===== src/rtl/ibuf_loader.sv =====
// ibuf_loader: fetches num_words from 1-cycle-latency memory into a credit-managed FIFO
// and streams them to the IBUF one word per cycle under downstream stall.
module ibuf_loader #(
    parameter int DATA_W     = 32,
    parameter int ADDR_W     = 16,
    parameter int NUM_W      = 16,
    parameter int FIFO_DEPTH = 4
) (
    input  logic              clk,
    input  logic              nRST,
    input  logic              start,
    input  logic [ADDR_W-1:0] base_addr,
    input  logic [NUM_W-1:0]  num_words,
    output logic              mem_rd_en,
    output logic [ADDR_W-1:0] mem_addr,
    input  logic [DATA_W-1:0] mem_rd_data,
    input  logic              stall,
    output logic              IBUF_wr_en,
    output logic [DATA_W-1:0] IBUF_data_in,
    output logic              busy,
    output logic              done,
    output logic [NUM_W-1:0]  zero_count
);
    localparam int PW = $clog2(FIFO_DEPTH);
    localparam int CW = PW + 1;
    localparam logic [1:0] IDLE  = 2'd0;
    localparam logic [1:0] FETCH = 2'd1;
    localparam logic [1:0] DRAIN = 2'd2;
    localparam logic [1:0] DONE  = 2'd3;

    logic [1:0]        state_q, state_d;
    logic [ADDR_W-1:0] base_q;
    logic [NUM_W-1:0]  num_q, issued_q, zero_q;
    logic              out_q, wr_en_q;
    logic [DATA_W-1:0] fifo_q [FIFO_DEPTH];
    logic [PW-1:0]     wr_ptr_q, rd_ptr_q;
    logic [CW-1:0]     count_q;
    logic [DATA_W-1:0] data_q, head;
    logic              accept, issue, pop;

    // A read is only issued when the FIFO is guaranteed room for its return data.
    assign accept = state_q == IDLE && start;
    assign issue  = state_q == FETCH && issued_q < num_q && count_q + CW'(out_q) < CW'(FIFO_DEPTH);
    assign pop    = count_q != '0 && !stall;
    assign head   = fifo_q[rd_ptr_q];

    assign mem_rd_en    = issue;
    assign mem_addr     = issue ? base_q + ADDR_W'(issued_q) : '0;
    assign IBUF_wr_en   = wr_en_q;
    assign IBUF_data_in = data_q;
    assign busy         = state_q == FETCH || state_q == DRAIN;
    assign done         = state_q == DONE;
    assign zero_count   = zero_q;

    // Leave DRAIN on the cycle of the final pop so done lines up with the last IBUF write.
    always_comb begin
        state_d = state_q;
        case (state_q)
            IDLE:    if (start) state_d = num_words == '0 ? DONE : FETCH;
            FETCH:   if (issue && issued_q + NUM_W'(1) == num_q) state_d = DRAIN;
            DRAIN:   if (!out_q && count_q == CW'(pop)) state_d = DONE;
            default: state_d = IDLE;
        endcase
    end

    always_ff @(posedge clk or negedge nRST) begin
        if (!nRST) begin
            state_q  <= IDLE;
            base_q   <= '0;
            num_q    <= '0;
            issued_q <= '0;
            zero_q   <= '0;
            out_q    <= 1'b0;
            wr_ptr_q <= '0;
            rd_ptr_q <= '0;
            count_q  <= '0;
            wr_en_q  <= 1'b0;
            data_q   <= '0;
        end else begin
            state_q <= state_d;
            out_q   <= issue;
            count_q <= count_q + CW'(out_q) - CW'(pop);
            wr_en_q <= pop;
            if (out_q) wr_ptr_q <= wr_ptr_q + PW'(1);
            if (pop) rd_ptr_q <= rd_ptr_q + PW'(1);
            if (pop) data_q <= head;
            if (accept) begin
                base_q   <= base_addr;
                num_q    <= num_words;
                issued_q <= '0;
                zero_q   <= '0;
            end else begin
                if (issue) issued_q <= issued_q + NUM_W'(1);
                if (pop && head == '0 && !(&zero_q)) zero_q <= zero_q + NUM_W'(1);
            end
        end
    end

    always_ff @(posedge clk) begin
        if (out_q) fifo_q[wr_ptr_q] <= mem_rd_data;
    end

    fifo_no_overflow_a: assert property (@(posedge clk) disable iff (!nRST)
        !(out_q && !pop && count_q == CW'(FIFO_DEPTH)));
endmodule


===== config.mk =====
export PLATFORM = sky130hd
export DESIGN_NAME = ibuf_loader
export DESIGN_NICKNAME = d
export VERILOG_FILES = /design/src/rtl/ibuf_loader.sv
export SDC_FILE = /design/constraint.sdc
export NUM_CORES = 1
export LEC_CHECK = 0
export ABC_AREA = 1
export ABC_CLOCK_PERIOD_IN_PS = 2300
export BUFFER_PORTS_ARGS = -buffer_cell sky130_fd_sc_hd__buf_4
export CAP_MARGIN = 0
export CORE_MARGIN = 4
export CORE_UTILIZATION = 53
export CTS_CLUSTER_SIZE = 25
export DETAILED_ROUTE_END_ITERATION = 12
export GPL_TIMING_DRIVEN = 1
export MAX_ROUTING_LAYER = met4
export PLACE_DENSITY = 0.77
export SKIP_CTS_REPAIR_TIMING = 1
export SYNTH_ARGS = -nofsm -noshare
export SYNTH_HDL_FRONTEND = slang
export SYNTH_SLANG_ARGS = --single-unit
export TNS_END_PERCENT = 10

===== constraint.sdc =====
create_clock -name clk -period 2.3 [get_ports clk]
set_input_delay 0.46 -clock clk [delete_from_list [all_inputs] [get_ports clk]]
set_output_delay 0.46 -clock clk [all_outputs]
set_load 0.01 [all_outputs]

==> results by group, run 1 <==
Worst setup path
  • Crit path top cell by count: buf_4
  • CP Launch Type: flip-flop
  • Data required time at the worst endpoint: 1840 ps
  • Slowest stage delay, CP: 430 ps
  • Critical path arrival: 2460 ps
  • Critical path's slowest cell: dfrtp_1
  • Largest fanout on the critical path: 4
  • Crit Path Class: reg -> out
  • Crit-path cells: ha_4, a21oi_2, nand2_2, a21boi_4, o21ai_2, buf_4, nand3_2, nand4_1, xor2_1, nor2_1, buf_4
  • Reg-to-reg slack, setup: -150 ps
  • Critical path's top delay family: compound AO/OA/AOI/OAI gates
  • CP bufs+invs: 2
  • CP Capture Type: output pin

STA
  • Max Clock Freq: 0.343 GHz
  • Finish-stage setup viols: 34
  • RSZ-0062 raised after global routing: yes
  • Worst-Margin Slew: 573 ps
  • Final hold violation count: 0
  • Clock skew: 21.6 ps
  • Min Clock Period, post-route: 2920 ps
  • Pins Over Slew Limit: 0
  • Setup TNS: -11090 ps
  • Setup WS post-layout: -620 ps
  • Crit share post-route: 1.27
  • Slew HR: 0.614

Yosys
  • Mux cell area share after synthesis: 0
  • Simple-gate area share of the yosys netlist: 0.222
  • Yosys cell types: 35
  • Synthesized area: 11100 µm²
  • Post-synthesis net count: 1279
  • Xor-xnor portion of the synthesized cell area: 0.0218
  • Yosys warns: 0
  • Largest family of logic cells by synthesized area: simple AND/OR/NAND/NOR gates
  • Syn avg cell area: 9.50 µm²
  • Cells after Synth: 1165
  • FF+latch count, synth: 235
  • Part of the Yosys area used for sequential elements: 0.589
  • Area share of fa/ha/maj cells after synthesis: 0.0527
  • Synth Area in Compound Gates: 0.0719

Floorplan
  • Starting Density: 0.543
  • Chip height: 152 µm
  • Chip width: 152 µm
  • DIE AREA: 23300 µm²
  • Core ar.: 20400 µm²
  • Io pins: 136
  • Rows: 52

Power and ir drop
  • NetSw: 6.14 mW
  • Max VDD drop: 1000 µV
  • Power per cell area: 1170 nW/µm²
  • Clock Power Share: 0.234
  • Reg power frac: 0.373
  • Net Sw Frac: 0.375
  • Logic pwr share: 0.393
  • Leakage: 6.21 nW
  • Pint: 10.2 mW

Worst hold path
  • Worst Hold Class: in -> reg

Clock network
  • Total CTS buffers: 25
  • Worst-Skew Late Latency: 530 ps
  • CTS tree: yes
  • CTS clock-pin slew for the worst setup and hold paths: 70 ps
  • Clock buffer depth: 3
  • Root Driver: clkbuf_16
  • Max H-tree Level: 1
  • Clk sinks: 235

Drt
  • Max layer used: met4
  • Final WL: 28500 µm
  • DR pass1 iterations: 5
  • Metal-1 WL: 11700 µm
  • DR vias: 9109
  • Final ANT Viol Nets: 0
  • Met3 wire len: 2140 µm
  • Initial DRC count: 705
  • Wire per inst: 17.1 µm
  • Drt drc: 0
  • Vias per cell: 5.48
  • Metal2 WL: 13800 µm

GRT
  • First-pass GRT wire length: 44500 µm
  • Pin count of the biggest net entering global routing: 64
  • Vias in the first global route: 8919
  • Antenna violations before repair: 0
  • Total GRT Usage: 0.240
  • Gr ovfl total: 0

Run status
  • Failing checks: setup timing
  • Status: finished with violations

Finish
  • # nets final: 1488
  • Share of cells above drive strength 1: 0.221
  • Ant. Diodes: 0
  • Cell area after layout: 14000 µm²
  • Area Growth Syn to Fin: 26.3%

Place
  • Placer Congestion: 0.938
  • PortBufs: 135
  • Area post-placement: 12900 µm²
  • Post-Place Worst Slack: -144 ps
  • DPL Wire Length: 19200 µm

Job
  • Max-Cap Viols: 0
==> per-layer routing <==
metal / global-route usage / vias to the layer above
li1: - / 4368
met1: 0.303 / 4323
met2: 0.392 / 352
met3: 0.0477 / 66
met4: 0.0819 / 0
met5: - / -
==> placed cells by master (no fill, tap or decap), drive strengths merged, types with 2 or more instances in the layout <==
cell / netlist / routed
nand2: 378 / 378
buf: 18 / 221
edfxtp: 128 / 128
dfrtp: 107 / 107
nand3: 101 / 101
o21ai: 87 / 87
nor2: 84 / 84
inv: 75 / 76
ha: 45 / 45
clkbuf: 22 / 34
a21oi: 23 / 23
nand4: 16 / 16
o22ai: 15 / 15
xor2: 14 / 14
xnor2: 11 / 11
clkinv: 1 / 11
nor3: 8 / 8
nor4: 7 / 7
o31ai: 6 / 6
o22a: 5 / 5
nand3b: 3 / 3
a21o: 2 / 2
a31oi: 2 / 2
==> logic make-up after synthesis <==
| group | Yosys count |
|---|---|
| compound gates | 144 |
| flops | 235 |
| buf+inv | 116 |
| fa+ha+maj | 46 |
| xor+xnor | 26 |
| simple gates | 598 |
==> worst register-to-register path: cells and delay by family, from the launching register on <==
family,cells,cell delay (ps)
AO/OA/AOI/OAI,2,400
adder cells (fa/ha/maj),1,330
buffers and inverters,3,730
flip-flops,1,340
AND/OR/NAND/NOR,4,490
==> metrics by stage <==
stage                     hold slack, ps   util  instances  power, mW
final                                123  0.686       1663       16.4
after detailed placement             475  0.633       1604       12.3
after floorplan                      164      -       1165       9.62
after global routing                 108  0.686       1663       17.4
after global placement               469  0.633       1604       12.0
after CTS                          -84.5  0.671       1650       16.1
==> flip-flops by register name, summed over array words and instances, names as in the netlist <==
register / flops
wr_ptr_q: 2
issued_q: 16
count_q: 3
fifo_q: 128
state_q: 2
out_q: 1
IBUF_wr_en: 1
num_q: 16
zero_count: 16
base_q: 16
IBUF_data_in: 32
rd_ptr_q: 2
==> cell usage after synthesis <==
| library cell | count | area share |
|---|---|---|
| nor3_1 | 8 | 0.0036 |
| o21ai_0 | 83 | 0.038 |
| edfxtp_1 | 128 | 0.35 |
| o22a_1 | 5 | 0.0040 |
| a2111o_1 | 1 | 0.0010 |
| o2111ai_1 | 1 | 0.00079 |
| buf_2 | 13 | 0.0059 |
| inv_1 | 72 | 0.024 |
| nand4_1 | 16 | 0.0090 |
| fa_1 | 1 | 0.0018 |
| dfrtp_1 | 107 | 0.24 |
| nand2_2 | 2 | 0.0011 |
| a31oi_1 | 2 | 0.0011 |
| a21boi_0 | 1 | 0.00068 |
| a211oi_1 | 1 | 0.00068 |
| nand3_1 | 101 | 0.046 |
| ha_1 | 45 | 0.051 |
| o31ai_1 | 6 | 0.0041 |
| nor2_1 | 84 | 0.028 |
| xor2_1 | 14 | 0.011 |
| xnor2_1 | 11 | 0.0087 |
| nand3b_1 | 3 | 0.0020 |
| buf_1 | 1 | 0.00034 |
| and3_1 | 1 | 0.00057 |
| xnor3_1 | 1 | 0.0020 |
| clkbuf_1 | 22 | 0.0075 |
| a21o_1 | 2 | 0.0014 |
| nor4_1 | 7 | 0.0040 |
| a21oi_1 | 23 | 0.010 |
| inv_2 | 3 | 0.0010 |
| o21ai_1 | 4 | 0.0018 |
| buf_4 | 4 | 0.0027 |
| o22ai_1 | 15 | 0.0085 |
| nand2_1 | 376 | 0.13 |
| clkinv_1 | 1 | 0.00034 |
==> worst paths after layout <==
| check | to | from | depth (start not counted) |
|---|---|---|---|
| max | mem_addr[15] | issued_q[2]$_DFFE_PN0P_ | 11 |
| min | fifo_q[1][25]$_DFFE_PP_ | mem_rd_data[25] | 1 |
| max reg2reg | issued_q[2]$_DFFE_PN0P_ | num_q[15]$_DFFE_PN0P_ | 10 |
| min reg2reg | base_q[3]$_DFFE_PN0P_ | base_q[3]$_DFFE_PN0P_ | 2 |
| max in group asynchronous | issued_q[10]$_DFFE_PN0P_ | nRST | 3 |
| min in group asynchronous | zero_count[8]$_DFFE_PN0P_ | nRST | 2 |
==> area by class of cell <==
cell class | instances | area (µm²)
Sequential cell | 235 | 6530
Fill cell | 1539 | 6390
Multi-Input combinational cell | 814 | 4280
Timing Repair Buffer | 222 | 1760
Clock buffer | 34 | 679
Tap cell | 270 | 338
Inverter | 76 | 290
Clock inverter | 12 | 97.6
==> power by group through the flow <==
stage / clock (mW) / sequential (mW) / combinational, mW
2_1_floorplan: 0 / 6.14 / 3.48
3_3_place_gp: 0 / 6.10 / 5.95
3_5_place_dp: 0 / 6.13 / 6.16
4_1_cts: 3.87 / 6.07 / 6.20
5_1_grt: 4.05 / 6.21 / 7.17
6_report: 3.83 / 6.11 / 6.44
No activity file was read; power rests on OpenSTA's default activity.
==> inputs of run 2 (changes only) <==
--- a/config.mk
+++ b/config.mk
@@ -9,7 +9,7 @@
 export ABC_CLOCK_PERIOD_IN_PS = 2300
 export BUFFER_PORTS_ARGS = -buffer_cell sky130_fd_sc_hd__buf_4
 export CAP_MARGIN = 0
-export CORE_MARGIN = 4
+export CORE_MARGIN = 2
 export CORE_UTILIZATION = 53
 export CTS_CLUSTER_SIZE = 25
 export DETAILED_ROUTE_END_ITERATION = 12
==> results by group, run 2 (synthesis results as in run 1) <==
Run status
  • Status: finished with violations
  • Failing checks: setup timing

Finish
  • # nets final: 1482 (-0.40%)
  • Largest register FFs: 128 (unchanged)
  • Ant. Diodes: 0 (unchanged)
  • Cell area after layout: 14100 µm² (+0.70%)
  • End-of-flow core utilization: 0.691 (+0.00479)
  • Area Growth Syn to Fin: 27.1%
  • Share of cells above drive strength 1: 0.214 (-0.00697)
  • Most frequent cells in the layout: nand2_1 (374), buf_4 (204), edfxtp_1 (128)
  • Most common cell after layout, fill and taps aside: nand2_1
  • Fillers: 1518 (-1.4%)
  • Register bank with the most flops: fifo_q

Clock network
  • Root Driver: clkbuf_16
  • Worst-Skew Late Latency: 530 ps (about the same)
  • CTS tree: yes
  • Total CTS buffers: 25 (unchanged)
  • CTS clock-pin slew for the worst setup and hold paths: 60 ps (about the same)
  • Clock buffer depth: 3 (unchanged)
  • Clk sinks: 235 (unchanged)
  • Max H-tree Level: 1 (unchanged)

Power and ir drop
  • Max VDD drop: 1000 µV (-0.33%)
  • Net Sw Frac: 0.359 (-0.0163)
  • Pint: 10.9 mW (+6.9%)
  • Reg power frac: 0.358 (-0.015)
  • Total Power: 17.1 mW (+4.2%)
  • Logic pwr share: 0.371 (-0.022)
  • NetSw: 6.12 mW (-0.34%)
  • Leakage: 6.29 nW (+1.2%)
  • Clock Power Share: 0.271 (+0.037)
  • Power per cell area: 1210 nW/µm² (+3.5%)

Worst hold path
  • Worst Hold Class: in -> reg
  • Hold Crit Start: stall
  • WHS Endpoint: IBUF_wr_en$_DFF_PN0_
  • Hold Path Depth: 2 (+1)

STA
  • Slew HR: 0.598 (-0.0160)
  • RSZ-0062 raised after global routing: yes
  • Worst-Margin Slew: 597 ps (+23.8 ps)
  • Setup WS post-layout: -634 ps (-14.4 ps)
  • Finish-stage setup viols: 34 (unchanged)
  • Min Clock Period, post-route: 2930 ps (+14.4 ps)
  • Final hold violation count: 0 (unchanged)
  • Clock skew: 8.43 ps (-13.2 ps)
  • Pins Over Slew Limit: 0 (unchanged)
  • Max Clock Freq: 0.341 GHz (-0.49%)
  • Crit share post-route: 1.28 (+0.00625)

Floorplan
  • Chip width: 148 µm (-2.6%)
  • Core ar.: 20400 µm² (unchanged)
  • Rows: 52 (unchanged)
  • Chip height: 148 µm (-2.6%)
  • DIE AREA: 22100 µm² (-5.2%)
  • Starting Density: 0.543 (unchanged)
  • Io pins: 136 (unchanged)

Worst setup path
  • FF-to-FF End: issued_q[9]$_DFFE_PN0P_
  • RR Startpoint: issued_q[2]$_DFFE_PN0P_
  • Worst Reg2Reg Path Length in Cells: 12 (+2)
  • Largest fanout on the critical path: 4 (unchanged)
  • Slowest stage delay, CP: 420 ps (about the same)
  • CP Capture Type: output pin
  • Crit-path cells: ha_1, a21oi_1, nand2_2, nand3_2, nand2_2, a21o_1, nand3_1, nand2_1, xnor2_1, nor2_1, buf_4
  • CP Launch Type: flip-flop
  • Crit. Startpoint: issued_q[3]$_DFFE_PN0P_
  • Data required time at the worst endpoint: 1840 ps (about the same)
  • Critical path's slowest cell: dfrtp_1
  • Reg-to-reg slack, setup: -90 ps (+60 ps)
  • Critical path arrival: 2470 ps (about the same)
  • Crit path top cell by count: nand2_2
  • Crit Path Class: reg -> out

GRT
  • Gr ovfl total: 0 (unchanged)
  • Vias in the first global route: 8655 (-3.0%)
  • Pin count of the biggest net entering global routing: 64 (unchanged)
  • Antenna violations before repair: 0 (unchanged)
  • First-pass GRT wire length: 43700 µm (-1.6%)
  • Total GRT Usage: 0.257 (+0.0171)

Drt
  • DR pass1 iterations: 5 (unchanged)
  • Drt drc: 0 (unchanged)
  • Vias per cell: 5.41 (-1.3%)
  • Initial DRC count: 566 (-20%)
  • Wire per inst: 16.8 µm (-1.8%)
  • Final WL: 27900 µm (-2.2%)
  • Final ANT Viol Nets: 0 (unchanged)
  • DR vias: 8960 (-1.6%)

Place
  • Placer Congestion: 0.910 (-3.0%)
  • PortBufs: 135 (unchanged)
  • Area post-placement: 12900 µm² (+0.14%)
  • DPL Wire Length: 18500 µm (-3.9%)

Job
  • Max-Cap Viols: 0 (unchanged)
==> run 2: per-stage QoR <==
step | cells | hold slack [ps] | TNS [ps] | setup slack, ps
after detailed placement | 1603 | 370 | -840 | -136
after global routing | 1657 | 99.0 | -14510 | -737
after CTS | 1649 | -189 | -11320 | -725
after global placement | 1603 | 374 | -436 | -106
final | 1657 | 109 | -9930 | -634
after floorplan | 1165 | 164 | -3.13 | -3.13
==> run 2: critical path, delay by kind of cell (launching register included) <==
kind                       cells  cell delay (ps)
AOI/OAI and AO/OA              2              400
xor gates and xnor gates       1              130
adders and majority gates      1              350
buffers and inverters          1              130
DFF                            1              420
and+or+nand+nor                6              510
==> run 2: cell type report <==
class | count | area (µm²) | area share
Clock buffer | 34 | 709 | 0.0504
Tap cell | 270 | 338 | 0.0240
Clock inverter | 12 | 253 | 0.0180
Timing Repair Buffer | 216 | 1740 | 0.123
Multi-Input combinational cell | 814 | 4220 | 0.300
Inverter | 76 | 288 | 0.0205
Sequential cell | 235 | 6520 | 0.464
==> run 2: layer usage <==
metal  GRT usage  vias to the layer above  share of wire
met5           -                        -              0
met4      0.0676                        0          0.022
met3      0.0396                       46          0.065
met2       0.427                      298           0.49
met1       0.335                     4269           0.42
li1            -                     4347              -
==> run 2: worst max path at each step <==
stage	endpoint	slack (ps)	depth (start not counted)
floorplan	mem_addr[12]	-3	11
global placement	mem_addr[12]	-110	12
detailed placement	mem_addr[12]	-140	12
CTS	mem_addr[12]	-730	12
global route	mem_addr[12]	-740	11
finish	mem_addr[12]	-630	11
==> run 2: power groups by stage <==
stage	clock network, mW	logic (mW)	registers (mW)
floorplan	0	3.48	6.14
global placement	0	5.89	6.11
detailed placement	0	6.04	6.14
CTS	4.68	6.12	6.08
global route	4.84	7.02	6.22
finish	4.62	6.33	6.11
==> inputs of run 3 (changes only) <==
--- a/config.mk
+++ b/config.mk
@@ -6,14 +6,14 @@
 export NUM_CORES = 1
 export LEC_CHECK = 0
 export ABC_AREA = 1
-export ABC_CLOCK_PERIOD_IN_PS = 2300
+export ABC_CLOCK_PERIOD_IN_PS = 2500
 export BUFFER_PORTS_ARGS = -buffer_cell sky130_fd_sc_hd__buf_4
 export CAP_MARGIN = 0
 export CORE_MARGIN = 2
 export CORE_UTILIZATION = 53
 export CTS_CLUSTER_SIZE = 25
 export DETAILED_ROUTE_END_ITERATION = 12
-export GPL_TIMING_DRIVEN = 1
+export GPL_TIMING_DRIVEN = 0
 export MAX_ROUTING_LAYER = met4
 export PLACE_DENSITY = 0.77
 export SKIP_CTS_REPAIR_TIMING = 1
==> constraint.sdc (replaced) <==
create_clock -name clk -period 2.5 [get_ports clk]
set_input_delay 0.5 -clock clk [delete_from_list [all_inputs] [get_ports clk]]
set_output_delay 0.5 -clock clk [all_outputs]
set_load 0.01 [all_outputs]
==> results by group, run 3 (synthesis results as in run 1) <==
STA
  • Worst-Margin Slew: 839 ps (+242 ps)
  • Slew HR: 0.440 (-0.158)
  • RSZ-0062 raised after global routing: yes
  • Max Clock Freq: 0.327 GHz
  • Final hold violation count: 0 (unchanged)
  • Clock skew: 9.29 ps (+0.866 ps)
  • Setup WS post-layout: -559 ps (+75.2 ps)
  • Finish-stage setup viols: 27 (-21%)
  • Min Clock Period, post-route: 3060 ps
  • Crit share post-route: 1.22
  • Pins Over Slew Limit: 0 (unchanged)

Power and ir drop
  • Leakage: 5.95 nW (-5.4%)
  • Max VDD drop: 695 µV (-31%)
  • Total Power: 15.2 mW (-11%)
  • Reg power frac: 0.372 (+0.014)
  • NetSw: 5.73 mW (-6.3%)
  • Power per cell area: 1100 nW/µm² (-9.0%)
  • Clock Power Share: 0.248 (-0.023)
  • Logic pwr share: 0.380 (+0.009)
  • Net Sw Frac: 0.377 (+0.0186)
  • Pint: 9.46 mW (-14%)

Drt
  • Wire per inst: 17.6 µm (+4.6%)
  • Vias per cell: 5.54 (+2.4%)
  • Final ANT Viol Nets: 0 (unchanged)
  • Drt drc: 0 (unchanged)
  • Initial DRC count: 567 (+0.18%)
  • Final WL: 28700 µm (+3.0%)
  • DR pass1 iterations: 6 (+1)
  • DR vias: 9038 (+0.87%)

Finish
  • # nets final: 1457 (-1.7%)
  • Non-Filler Instances: 1632 (-1.5%)
  • Fillers: 1550 (+2.1%)
  • Register bank with the most flops: fifo_q
  • Area Growth Syn to Fin: 24.4%
  • Share of cells above drive strength 1: 0.207 (-0.00708)
  • Most frequent cells in the layout: nand2_1 (370), buf_4 (151), edfxtp_1 (128)
  • Ant. Diodes: 0 (unchanged)
  • Most common cell after layout, fill and taps aside: nand2_1
  • Largest register FFs: 128 (unchanged)

GRT
  • Antenna violations before repair: 0 (unchanged)
  • Pin count of the biggest net entering global routing: 108 (+69%)
  • Total GRT Usage: 0.263 (+0.00563)
  • Vias in the first global route: 8543 (-1.3%)
  • Gr ovfl total: 0 (unchanged)
  • First-pass GRT wire length: 44100 µm (+0.80%)

Clock network
  • Root Driver: clkbuf_16
  • CTS clock-pin slew for the worst setup and hold paths: 60 ps (about the same)
  • Total CTS buffers: 25 (unchanged)
  • CTS tree: yes
  • Worst-Skew Late Latency: 530 ps (about the same)
  • Clock buffer depth: 3 (unchanged)
  • Max H-tree Level: 1 (unchanged)
  • Clk sinks: 235 (unchanged)

Run status
  • Failing checks: setup timing
  • Status: finished with violations

Floorplan
  • Chip height: 148 µm (unchanged)
  • DIE AREA: 22100 µm² (unchanged)
  • Io pins: 136 (unchanged)
  • Core ar.: 20400 µm² (unchanged)
  • Chip width: 148 µm (unchanged)
  • Rows: 52 (unchanged)
  • Starting Density: 0.543 (unchanged)

Worst setup path
  • CP Launch Type: flip-flop
  • CP Capture Type: output pin
  • Data required time at the worst endpoint: 2000 ps (+160 ps)
  • Reg-to-reg slack, setup: -50 ps (+40 ps)
  • Critical path arrival: 2560 ps (+90 ps)
  • Largest fanout on the critical path: 4 (unchanged)
  • Crit Path Class: reg -> out

Job
  • Max-Cap Viols: 0 (unchanged)

Place
  • Placer Congestion: 0.918 (+0.93%)
  • Post-Place Worst Slack: -608 ps (-471 ps)
  • Post-Place Cells: 1570 (-2.1%)
  • DPL Wire Length: 19200 µm (+3.9%)
  • PortBufs: 135 (unchanged)

Worst hold path
  • Worst Hold Class: in -> reg
==> run 3: cell count changes in the layout (fill, tap and decap cells not counted), moves of 4 or more <==
cell	delta
buf_4	-53
nor2_2	+6
bufinv_16	-4
buf_12	-8
clkbuf_1	+24
ha_1	-8
nor2_1	-7
nand2_1	-4
ha_4	+7
buf_2	+13
dfrtp_2	+11
dfrtp_1	-11
nand2_2	+4
==> run 3: worst paths after layout <==
| path | depth (start not counted) | to | startpoint |
|---|---|---|---|
| min in group asynchronous | 2 | zero_count[4]$_DFFE_PN0P_ | nRST |
| min | 1 | fifo_q[0][26]$_DFFE_PP_ | mem_rd_data[26] |
| max in group asynchronous | 3 | issued_q[8]$_DFFE_PN0P_ | nRST |
| min reg2reg | 2 | IBUF_data_in[2]$_DFFE_PN0P_ | IBUF_data_in[2]$_DFFE_PN0P_ |
| max | 12 | mem_addr[12] | issued_q[0]$_DFFE_PN0P_ |
| max reg2reg | 13 | issued_q[8]$_DFFE_PN0P_ | issued_q[1]$_DFFE_PN0P_ |
==> run 3: final cells by class <==
type / count / area [µm²] / share of cell area
tap: 270 / 338 / 0.0245
inverter: 76 / 298 / 0.0216
clock buffer: 36 / 707 / 0.0514
clock inverter: 10 / 140 / 0.0102
buffer: 40 / 193 / 0.0140
timing repair buffer: 151 / 1160 / 0.0845
sequential: 235 / 6540 / 0.475
multi-input combinational: 814 / 4390 / 0.319
==> run 3: per-stage QoR <==
stage / hold slack, ps / cell area (µm²) / utilization / setup TNS, ps
after floorplan: 204 / 11100 / - / 0
after global placement: 467 / 12400 / 0.610 / -9700
after detailed placement: 471 / 12400 / 0.610 / -10220
after CTS: 157 / 13300 / 0.651 / -20020
after global routing: 158 / 13800 / 0.676 / -11530
final: 171 / 13800 / 0.676 / -6710
==> run 3: routing by layer <==
metal	wire length (µm)	share of wire	GRT usage	vias up
met5	0	0	-	-
met4	685	0.024	0.0752	0
met3	2240	0.078	0.0393	53
met2	14400	0.50	0.450	371
met1	11300	0.40	0.328	4310
li1	-	-	-	4304
==> run 3: critical path, cell delays in order, from the launching register on <==
cell     delay, ps
dfrtp_2        450
ha_4           180
fa_2           380
nand3_2         80
nand2_2         70
nand3_2         80
nand2_2         90
a21o_1         210
nand3_2         60
nand2_2         60
xnor2_2        160
nor2_1          50
buf_4          130
==> run 3: power by group through the flow <==
stage,sequential [mW],combinational (mW),clock (mW)
2_1_floorplan,5.65,3.19,0
3_3_place_gp,5.65,5.13,0
3_5_place_dp,5.66,5.28,0
4_1_cts,5.61,5.35,3.81
5_1_grt,5.74,6.41,4.00
6_report,5.65,5.77,3.77
